===== src/rtl/rggen_rtl_pkg.sv =====
// Shared access/status encodings used by the rggen bus adapters.
package rggen_rtl_pkg;
  typedef enum logic [1:0] {
    RGGEN_POSTED_WRITE = 2'b01,
    RGGEN_READ         = 2'b10,
    RGGEN_WRITE        = 2'b11
  } rggen_access;

  typedef enum logic [1:0] {
    RGGEN_OKAY         = 2'b00,
    RGGEN_EXOKAY       = 2'b01,
    RGGEN_SLAVE_ERROR  = 2'b10,
    RGGEN_DECODE_ERROR = 2'b11
  } rggen_status;
endpackage


===== src/rtl/rggen_native_split_adapter.sv =====
// Split cmd/rsp native CSR bus to single-outstanding inner request bus,
// with a buffered response FIFO and an optional busy watchdog.
module rggen_native_split_adapter
  import rggen_rtl_pkg::*;
#(
  parameter int ADDRESS_WIDTH  = 8,
  parameter int BUS_WIDTH      = 32,
  parameter int STROBE_WIDTH   = BUS_WIDTH / 8,
  parameter int ID_WIDTH       = 4,
  parameter int RSP_DEPTH      = 2,
  parameter int TIMEOUT_CYCLES = 0
)(
  input  logic                     i_clk,
  input  logic                     i_rst_n,
  input  logic                     i_cmd_valid,
  output logic                     o_cmd_ready,
  input  rggen_access              i_cmd_access,
  input  logic [ADDRESS_WIDTH-1:0] i_cmd_address,
  input  logic [BUS_WIDTH-1:0]     i_cmd_write_data,
  input  logic [STROBE_WIDTH-1:0]  i_cmd_strobe,
  input  logic [ID_WIDTH-1:0]      i_cmd_id,
  output logic                     o_rsp_valid,
  input  logic                     i_rsp_ready,
  output rggen_status              o_rsp_status,
  output logic [BUS_WIDTH-1:0]     o_rsp_read_data,
  output logic [ID_WIDTH-1:0]      o_rsp_id,
  output logic                     o_bus_valid,
  output rggen_access              o_bus_access,
  output logic [ADDRESS_WIDTH-1:0] o_bus_address,
  output logic [BUS_WIDTH-1:0]     o_bus_write_data,
  output logic [STROBE_WIDTH-1:0]  o_bus_strobe,
  input  logic                     i_bus_ready,
  input  rggen_status              i_bus_status,
  input  logic [BUS_WIDTH-1:0]     i_bus_read_data
);
  localparam int PW = (RSP_DEPTH > 1) ? $clog2(RSP_DEPTH) : 1;
  localparam int CW = $clog2(RSP_DEPTH + 1);

  typedef enum logic {
    IDLE,
    BUSY
  } state_e;

  state_e                   state;
  logic [CW-1:0]            count;
  logic [PW-1:0]            rd_ptr;
  logic [PW-1:0]            wr_ptr;
  rggen_access              cmd_access;
  logic [ADDRESS_WIDTH-1:0] cmd_address;
  logic [BUS_WIDTH-1:0]     cmd_write_data;
  logic [STROBE_WIDTH-1:0]  cmd_strobe;
  logic [ID_WIDTH-1:0]      cmd_id;

  rggen_status              fifo_status [RSP_DEPTH];
  logic [BUS_WIDTH-1:0]     fifo_data   [RSP_DEPTH];
  logic [ID_WIDTH-1:0]      fifo_id     [RSP_DEPTH];

  logic                     accept;
  logic                     done;
  logic                     timeout;
  logic                     push;
  logic                     pop;
  rggen_status              push_status;
  logic [BUS_WIDTH-1:0]     push_data;

  function automatic logic [PW-1:0] next_ptr(input logic [PW-1:0] p);
    return (p == PW'(RSP_DEPTH - 1)) ? '0 : p + 1'b1;
  endfunction

  assign o_cmd_ready = (state == IDLE)
                    && (count < CW'(RSP_DEPTH));
  assign accept      = i_cmd_valid && o_cmd_ready;
  assign done        = (state == BUSY) && i_bus_ready;
  assign push        = done || timeout;
  assign pop         = o_rsp_valid && i_rsp_ready;

  // a completion coinciding with the watchdog wins
  assign push_status = done ? i_bus_status : RGGEN_SLAVE_ERROR;
  assign push_data   = (done && cmd_access == RGGEN_READ)
                     ? i_bus_read_data : '0;

  assign o_bus_valid      = (state == BUSY);
  assign o_bus_access     = cmd_access;
  assign o_bus_address    = cmd_address;
  assign o_bus_write_data = cmd_write_data;
  assign o_bus_strobe     = cmd_strobe;

  assign o_rsp_valid     = (count != '0);
  assign o_rsp_status    = fifo_status[rd_ptr];
  assign o_rsp_read_data = fifo_data[rd_ptr];
  assign o_rsp_id        = fifo_id[rd_ptr];

  always_ff @(posedge i_clk or negedge i_rst_n) begin
    if (!i_rst_n) begin
      state <= IDLE;
    end else if (state == IDLE) begin
      if (accept) state <= BUSY;
    end else begin
      if (push) state <= IDLE;
    end
  end

  always_ff @(posedge i_clk) begin
    if (accept) begin
      cmd_access     <= i_cmd_access;
      cmd_address    <= i_cmd_address;
      cmd_write_data <= i_cmd_write_data;
      cmd_strobe     <= i_cmd_strobe;
      cmd_id         <= i_cmd_id;
    end
  end

  always_ff @(posedge i_clk) begin
    if (push) begin
      fifo_status[wr_ptr] <= push_status;
      fifo_data[wr_ptr]   <= push_data;
      fifo_id[wr_ptr]     <= cmd_id;
    end
  end

  always_ff @(posedge i_clk or negedge i_rst_n) begin
    if (!i_rst_n) begin
      count  <= '0;
      rd_ptr <= '0;
      wr_ptr <= '0;
    end else begin
      if (push) wr_ptr <= next_ptr(wr_ptr);
      if (pop) rd_ptr <= next_ptr(rd_ptr);
      if (push && !pop) count <= count + 1'b1;
      else if (pop && !push) count <= count - 1'b1;
    end
  end

  if (TIMEOUT_CYCLES > 0) begin : g_wdt
    localparam int TW = $clog2(TIMEOUT_CYCLES + 1);
    logic [TW-1:0] wdt;

    always_ff @(posedge i_clk or negedge i_rst_n) begin
      if (!i_rst_n) begin
        wdt <= '0;
      end else if (accept) begin
        wdt <= '0;
      end else if (state == BUSY && !i_bus_ready) begin
        wdt <= wdt + 1'b1;
      end
    end

    assign timeout = (state == BUSY) && !i_bus_ready
                  && (wdt == TW'(TIMEOUT_CYCLES - 1));
  end else begin : g_no_wdt
    assign timeout = 1'b0;
  end
endmodule


===== config.mk =====
export PLATFORM = sky130hd
export DESIGN_NAME = rggen_native_split_adapter
export DESIGN_NICKNAME = d
export VERILOG_FILES = /design/src/rtl/rggen_rtl_pkg.sv /design/src/rtl/rggen_native_split_adapter.sv
export SDC_FILE = /design/constraint.sdc
export NUM_CORES = 1
export LEC_CHECK = 0
export BUFFER_PORTS_ARGS = -buffer_cell sky130_fd_sc_hd__buf_2
export CELL_PAD_IN_SITES_DETAIL_PLACEMENT = 1
export CELL_PAD_IN_SITES_GLOBAL_PLACEMENT = 1
export CORE_MARGIN = 3
export CORE_UTILIZATION = 35
export DETAILED_ROUTE_END_ITERATION = 6
export PLACE_DENSITY = 0.66
export SLEW_MARGIN = 20
export SYNTH_ARGS = -nofsm -noshare
export SYNTH_HDL_FRONTEND = slang
export SYNTH_SLANG_ARGS = --single-unit

===== constraint.sdc =====
create_clock -name i_clk -period 5.9 [get_ports i_clk]
set_input_delay 0.885 -clock i_clk [delete_from_list [all_inputs] [get_ports i_clk]]
set_output_delay 0.885 -clock i_clk [all_outputs]
set_load 0.005 [all_outputs]

# Word-level counts from Yosys, hierarchy flattened
# Memory sizes are Yosys's and may differ from the RTL's.
# Cells that the tools add are included.
# op_classes
bitwise_logic	1
n_reduce_logical	11
magnitude_cmp	1
muxes	11
n_eq_ne	1
n_addsub	4
# op_table
op	count
2-to-1 mux 32 bit	1
logical AND 1 bit	7
2-to-1 mux 1 bit	7
2-to-1 mux 2 bit	3
nonzero test 2 bit	2
adder 1 bit, second input constant	2
adder 2 x 1 -> 2 bit, second input constant	1
equality test 2 bit, second input constant	1
logical NOT 1 bit	2
< comparator 2 bit, second input constant	1
subtractor 2 x 1 -> 2 bit, second input constant	1
inverter 1 bit	1
# totals
elab_cells	41
n_memories	3
inputBits	89
ram_bits	76
ff_bits	55
# mem_list
name	depth	word_bits	rd	rd_ports_with_merged_regs	write_ports	line	rtl
fifo_data	2	32	1	0	1	rggen_native_split_adapter.sv:55	logic [BUS_WIDTH-1:0] fifo_data [RSP_DEPTH];
fifo_id	2	4	1	0	1	rggen_native_split_adapter.sv:56	logic [ID_WIDTH-1:0] fifo_id [RSP_DEPTH];
fifo_status	2	2	1	0	1	rggen_native_split_adapter.sv:54	rggen_status fifo_status [RSP_DEPTH];

# Depth between registers and ports, before layout
# Gate-level depths: netlist of the first run.
# logic_depth
ltp_word	5
mapped_depth	6

# Worst setup path before layout of the first run
# No wires, ideal clock.
# synth_timing
path_kind	input port to flip-flop
startpoint	input i_bus_ready
endpoint	memory fifo_data[0][0] (enable)
path_slack_ns	2.877
required_ns	5.467
n_path_buf	0
path_stages	2
t_arrival_ns	2.590
path_cell_list	nand2_2 nor2_1
# synth_between
elab_chain_len	3
# synth_lines
element	line	rtl
from (decl)	rggen_native_split_adapter.sv:32	input logic i_bus_ready,
logical AND 1 bit	rggen_native_split_adapter.sv:73	assign done = (state == BUSY) && i_bus_ready;
2-to-1 mux 1 bit	rggen_native_split_adapter.sv:114	if (push) begin
2-to-1 mux 1 bit (implied by the code)	rggen_native_split_adapter.sv:116	fifo_data[wr_ptr] <= push_data;
to (decl)	rggen_native_split_adapter.sv:55	
# Every way passes these cells.

# Worst setup path in the final report of the first run
# layout_timing
startpoint	register rd_ptr
endpoint	output o_rsp_read_data[31]
# layout_between
elab_chain_len	1
# layout_lines
element	line	rtl
from (decl)	rggen_native_split_adapter.sv:46	logic [PW-1:0] rd_ptr;
from (signal assigned)	rggen_native_split_adapter.sv:128	if (pop) rd_ptr <= next_ptr(rd_ptr);
memory (2 x 32 bit)	-	
to (decl)	rggen_native_split_adapter.sv:25	output logic [BUS_WIDTH-1:0] o_rsp_read_data,
# Every way passes these cells.

==> metrics.md, run 1 <==
| Metric | Value |
|---|---|
| Rows | `41` |
| Yosys cell types | `17` |
| First-pass GRT wire length | `15900 um` |
| Antenna Violating Nets Remaining | `0` |
| Synth Net Count | `318` |
| Worst Path Max Fanout | `39` |
| CTS Sinks | `131` |
| Clk_lat worst skew | `0.40 ns` |
| Pwr Density | `between 400 and 500 nW/um^2` |
| Worst Hold Class | `input pin to asynchronous set/reset pin` |
| Net count, final | `508` |
| Syn Inst Count | `228` |
| Crit. End Element | `primary output` |
| Final Critical Period | `~2.8 ns` |
| Crit Path Category | `flip-flop to primary output` |
| Critical Path AT | `1.96 ns` |
| Area Overhead vs Synth | `36.3%` |
| Worst Max-Slew Pin Slew | `0.956 ns` |
| Fin crit share | `48.3%` |
| Final Util | `49.9%` |
| Die footprint | `15000 um^2` |
| Htree depth | `4` |
| Post-DR vias/cell | `4.53` |
| Multi-input gate area | `about 770 um^2` |
| Resized Gates After CTS | `0` |
| Max-cap violations | `0` |
| GRT Resource Usage Total | `between 10 and 15%` |
| CTS root buffer | `clkbuf_16` |
| Sequential standard cell area | `3910 um^2` |
| Routed WL per cell | `~17 um` |
| CTS tree | `yes` |
| Largest net degree at the start of global routing | `45` |
| Status | `finished clean` |
| Clock Skew | `0.00532 ns` |
| Initial Util | `36.6%` |
| Cts bufs inserted | `17` |
| RSZ-0062 raised after global routing | `false` |
| Reg clk slew, reported paths | `approximately 0.060 ns` |
| Total negative slack | `0 ns` |
| Flop pwr share | `about 45%` |
| Max-slew violations | `0` |
| Sw Share | `24.1%` |
| Peak VDD IR | `0.227 mV` |
| Fmax | `351 MHz` |
| Total number of vias | `around 2700` |
| Cts hold-fix bufs | `0` |
| DIE WIDTH | `about 120 um` |
| Antenna cells | `0` |
| Post-CTS Setup Repair Bufs | `0` |
| Ys Warns | `0` |
| Worst slew margin | `36.3%` |
| DRT Pass-1 Iters | `4` |
| Die extent in y | `122 um` |
| Fillers | `1287` |
| GPL Wtd Cong | `around 0.73` |
| #FFs+latches synth | `131` |
| Overall power | `approximately 2.9 mW` |
| Final Hold Viols | `0` |
| Top Ports | `between 150 and 200` |
| Hpwl dp | `7270 um` |
| Seq/Total Area, Yosys | `82.6%` |
| Non-filler cells, final | `around 600` |
| PortBufs | `175` |
| Number of cells after detailed placement | `between 500 and 600` |
| Layout cells sized above 1 | `58.0%` |
| Clk buf depth | `2` |
| Grt ovf | `0` |
| Cell area after synthesis | `4730 um^2` |
| Final Setup Violations | `0` |
| Core area | `12900 um^2` |
| Clock power frac | `37.9%` |
| CP startpoint kind | `flip-flop` |
| Internal power | `2.20 mW` |
| CP required | `5.02 ns` |
| Final WL | `10500 um` |
| Switch Pwr | `around 0.7 mW` |
| Number of remaining DRC errors | `0` |
| Comb power frac | `17.3%` |
| 1st-iter DRT viols | `around 110` |
| Number of global-route vias before repair | `3058` |
| Syn_area_per_cell | `20.8 um^2` |
| Antenna violations before repair | `0` |
| Leakage power | `~2.6 nW` |
stage by stage:
stage          setup WS [ns]  hold WS (ns)  instance area (um^2)
2_1_floorplan           2.88         0.421                  4730
5_1_grt                 2.92         0.269                  6450
4_1_cts                 2.98         0.272                  6440
6_report                3.05         0.288                  6450
3_5_place_dp            3.30         0.440                  5820
3_3_place_gp            3.42         0.425                  5790
final timing paths:
check,slack [ns],depth (start not counted),end,startpoint
worst max-delay path,3.05,2,o_rsp_read_data[31],rd_ptr
worst min-delay path,0.29,1,wr_ptr,i_rst_n
worst max register to register,4.15,4,fifo_data[1][16],o_bus_valid
worst min register to register,0.45,0,fifo_id[0][2],cmd_id[2]
max in group asynchronous,5.46,1,rd_ptr,i_rst_n
min in group i_clk,0.45,0,fifo_id[0][2],cmd_id[2]
area by class of cell:
type	count	share of cell area, %
inverter	2	0.116
clock inverter	14	2.97
timing repair buffer	178	14.3
clock buffer	18	6.65
multi-input combinational	88	12.0
tap	172	3.34
sequential	131	60.6
cell families (layout without fill, tap and decap cells):
family          count (synthesis)  after routing  synth area share [%]
fa+ha+maj                       1              1                 0.264
buf+inv                         9            212                  1.30
mux                            38             38                  9.04
xor+xnor                        5              5                 0.925
flops                         131            131                  82.6
compound gates                  1              1                 0.159
simple gates                   43             43                  5.74
synthesized netlist by cell type (all sizes together):
| library cell | number | area, um^2 |
|---|---|---|
| a21o | 1 | 7.51 |
| and2 | 33 | 206 |
| and3 | 2 | 12.5 |
| buf | 7 | 53.8 |
| dfrtp | 5 | 125 |
| edfxtp | 126 | 3780 |
| ha | 1 | 12.5 |
| inv | 2 | 7.51 |
| mux2 | 38 | 428 |
| nand2 | 2 | 10.0 |
| nor2 | 3 | 11.3 |
| nor3b | 1 | 18.8 |
| or2 | 2 | 12.5 |
| xnor2 | 3 | 26.3 |
| xor2 | 2 | 17.5 |
routing by layer:
metal  share of wire, %  GRT usage (%)  vias up
met2                 48           23.7      142
met5                  0              0        -
li1                   -              -     1248
met1                 38           16.2     1324
met4                1.9           7.14        0
met3                 12           7.14       16
critical path: stages, from the launching register on:
cell and delay [ns]:
dfrtp_2 0.97, mux2_2 0.45, buf_2 0.13
registers in the layout (all words and copies together) (netlist names), 2 cells and up:
register	flops
fifo_id	8
count	2
o_bus_access	2
cmd_id	4
fifo_data	64
o_bus_write_data	32
fifo_status	4
o_bus_address	8
o_bus_strobe	4
cell usage in the layout (no fill, tap or decap), types with 2 or more instances in the layout:
cell / n
and2_1: 32
buf_2: 175
bufinv_16: 5
clkbuf_16: 17
clkinv_1: 5
clkinv_2: 3
dfrtp_1: 4
edfxtp_1: 126
inv_1: 2
mux2_2: 38
nor2_1: 2
or2_2: 2
xnor2_1: 3
xor2_1: 2
power groups by stage:
stage | clock network [mW] | logic (mW) | registers (mW)
floorplan | 0 | 0.299 | 1.27
global placement | 0 | 0.499 | 1.32
detailed placement | 0 | 0.515 | 1.33
CTS | 1.13 | 0.518 | 1.31
global route | 1.17 | 0.555 | 1.33
finish | 1.10 | 0.502 | 1.30
Power figures use the tool's default switching activity.
==> inputs of run 2 (changes only) <==
==> constraint.sdc (replaced) <==
create_clock -name i_clk -period 2.7 [get_ports i_clk]
set_input_delay 0.405 -clock i_clk [delete_from_list [all_inputs] [get_ports i_clk]]
set_output_delay 0.405 -clock i_clk [all_outputs]
set_load 0.005 [all_outputs]
==> run 2 against run 1 <==
Effect of this change:
- routed wire length decreased by 0.58%
- count of clock-buffer cells in the layout decreased by 1
- die area unchanged
- register-to-register slack got worse by 3.1 ns
- clock power increased by 120%
- global-route usage decreased by 0.14 points
- critical path depth increased by 1
- via count decreased by 0.29%
- largest cell class unchanged
==> metrics.md, run 2 (synthesis gave the netlist of run 1 again) <==
| Metric | Value |
|---|---|
| Status | `finished clean` |
| GPL Wtd Cong | `approximately 0.7` |
| Die footprint | `15000 um^2` |
| Top Ports | `between 150 and 200` |
| Antenna cells | `0` |
| Number of remaining DRC errors | `0` |
| Area Overhead vs Synth | `37.2%` |
| Crit Path Category | `flip-flop to primary output` |
| Worst slew margin | `64.7%` |
| Max reg flops | `64` |
| Post-CTS Setup Repair Bufs | `0` |
| Max incr delay on CP | `around 0.43 ns` |
| RSZ-0062 raised after global routing | `false` |
| Cts hold-fix bufs | `1` |
| Critical Path AT | `~1.7 ns` |
| Final instance area | `6490 um^2` |
| Die extent in y | `122 um` |
| Antenna violations before repair | `0` |
| Rows | `41` |
| Fin crit share | `79.5%` |
| Cts bufs inserted | `17` |
| Grt ovf | `0` |
| Commonest non-fill, non-tap cells in the layout | `175 x buf_2, 126 x edfxtp_1, 38 x mux2_2` |
| CTS root buffer | `clkbuf_16` |
| WP buf/inv | `2` |
| Final Util | `50.2%` |
| Largest net degree at the start of global routing | `between 40 and 50` |
| Met3 Usage GRT | `7.51%` |
| Slowest cell on crit path | `buf_4` |
| Hpwl dp | `approximately 7300 um` |
| Worst Path Max Fanout | `39` |
| DIE WIDTH | `122 um` |
| Initial Util | `36.6%` |
| First-pass GRT wire length | `15800 um` |
| 1st-iter DRT viols | `125` |
| CP startpoint kind | `flip-flop` |
| Max-slew violations | `0` |
| Antenna Violating Nets Remaining | `0` |
| Most common cell after layout, fill and taps aside | `buf_2` |
| Worst Setup Slack post-DPL | `0.947 ns` |
| Fmax | `about 470 MHz` |
| Crit. End Element | `primary output` |
| Total negative slack | `0 ns` |
| Worst path cell trace | `buf_4 -> mux2_2 -> buf_2` |
| GRT Resource Usage Total | `approximately 15%` |
| Final Hold Viols | `0` |
| Worst Hold Class | `input pin to flip-flop` |
| Worst Max-Slew Pin Slew | `between 0.5 and 0.6 ns` |
| Net count, final | `511` |
| Largest Register | `fifo_data` |
| GR Util met2 | `21.6%` |
| Area of placed instances | `5840 um^2` |
| CP required | `~2.3 ns` |
| Routed WL per cell | `17.1 um` |
| CTS tree | `yes` |
| GR Util met1 | `17.5%` |
| Reg clk slew, reported paths | `0.06 ns` |
| Htree depth | `4` |
| PortBufs | `175` |
| Pwr Density | `984 nW/um^2` |
| Clock Skew | `0.00494 ns` |
| Resized Gates After CTS | `0` |
| Clk buf depth | `2` |
| Peak VDD IR | `0.491 mV` |
| Post-DR vias/cell | `4.49` |
| Leakage power | `2.66 nW` |
| Setup ws final | `0.552 ns` |
| Layer with the highest usage | `met2` |
| Total number of vias | `2722` |
| Max-cap violations | `0` |
| Number of global-route vias before repair | `2921` |
| Delay-heaviest family, CP | `buffers and inverters` |
| Final Critical Period | `approximately 2.1 ns` |
| Final WL | `10400 um` |
| Core area | `around 13000 um^2` |
| DRT Pass-1 Iters | `4` |
| Final Setup Violations | `0` |
| CTS Sinks | `131` |
| Clk_lat worst skew | `0.40 ns` |
| Layout cells sized above 1 | `about three fifths` |
==> run 2: where the power goes <==
part	leakage (nW)	total [mW]	internal (mW)	switching (mW)
Clock	0.304	2.45	1.63	0.819
Combinational	1.08	1.21	0.596	0.619
Sequential	1.27	2.73	2.62	0.107
Total	2.66	6.39	4.84	1.54
==> run 2: cell type report <==
class | instances | area, um^2
inverter | 2 | 7.51
multi-input combinational | 88 | 773
clock buffer | 17 | 425
fill | 1293 | 6430
tap | 172 | 215
sequential | 131 | 3910
clock inverter | 15 | 214
timing repair buffer | 181 | 948
==> run 2: layer usage <==
metal | up-vias | share of wire (%)
met5 | - | 0
met4 | 0 | 1.3
met3 | 12 | 12
met2 | 145 | 46
met1 | 1310 | 41
li1 | 1255 | -
==> run 2: metrics by stage <==
step | total power [mW] | instances | hold WS (ns)
floorplan | 3.43 | 228 | 0.109
global placement | 3.99 | 573 | 0.226
detailed placement | 4.02 | 573 | 0.230
CTS | 6.51 | 606 | 0.149
global route | 6.71 | 606 | 0.148
finish | 6.39 | 606 | 0.175
==> run 2: worst paths after layout <==
| path | startpoint | end | slack [ns] | cells after the start |
|---|---|---|---|---|
| worst min-delay path | i_cmd_write_data[0] | o_bus_write_data[0] | 0.17 | 1 |
| max in group asynchronous | i_rst_n | rd_ptr | 2.18 | 2 |
| worst max register to register | wr_ptr | fifo_data[1][24] | 1.07 | 2 |
| worst max-delay path | rd_ptr | o_rsp_read_data[12] | 0.55 | 3 |
| worst min register to register | cmd_id[0] | fifo_id[0][0] | 0.44 | 0 |
| min in group asynchronous | i_rst_n | count[0] | 0.37 | 2 |
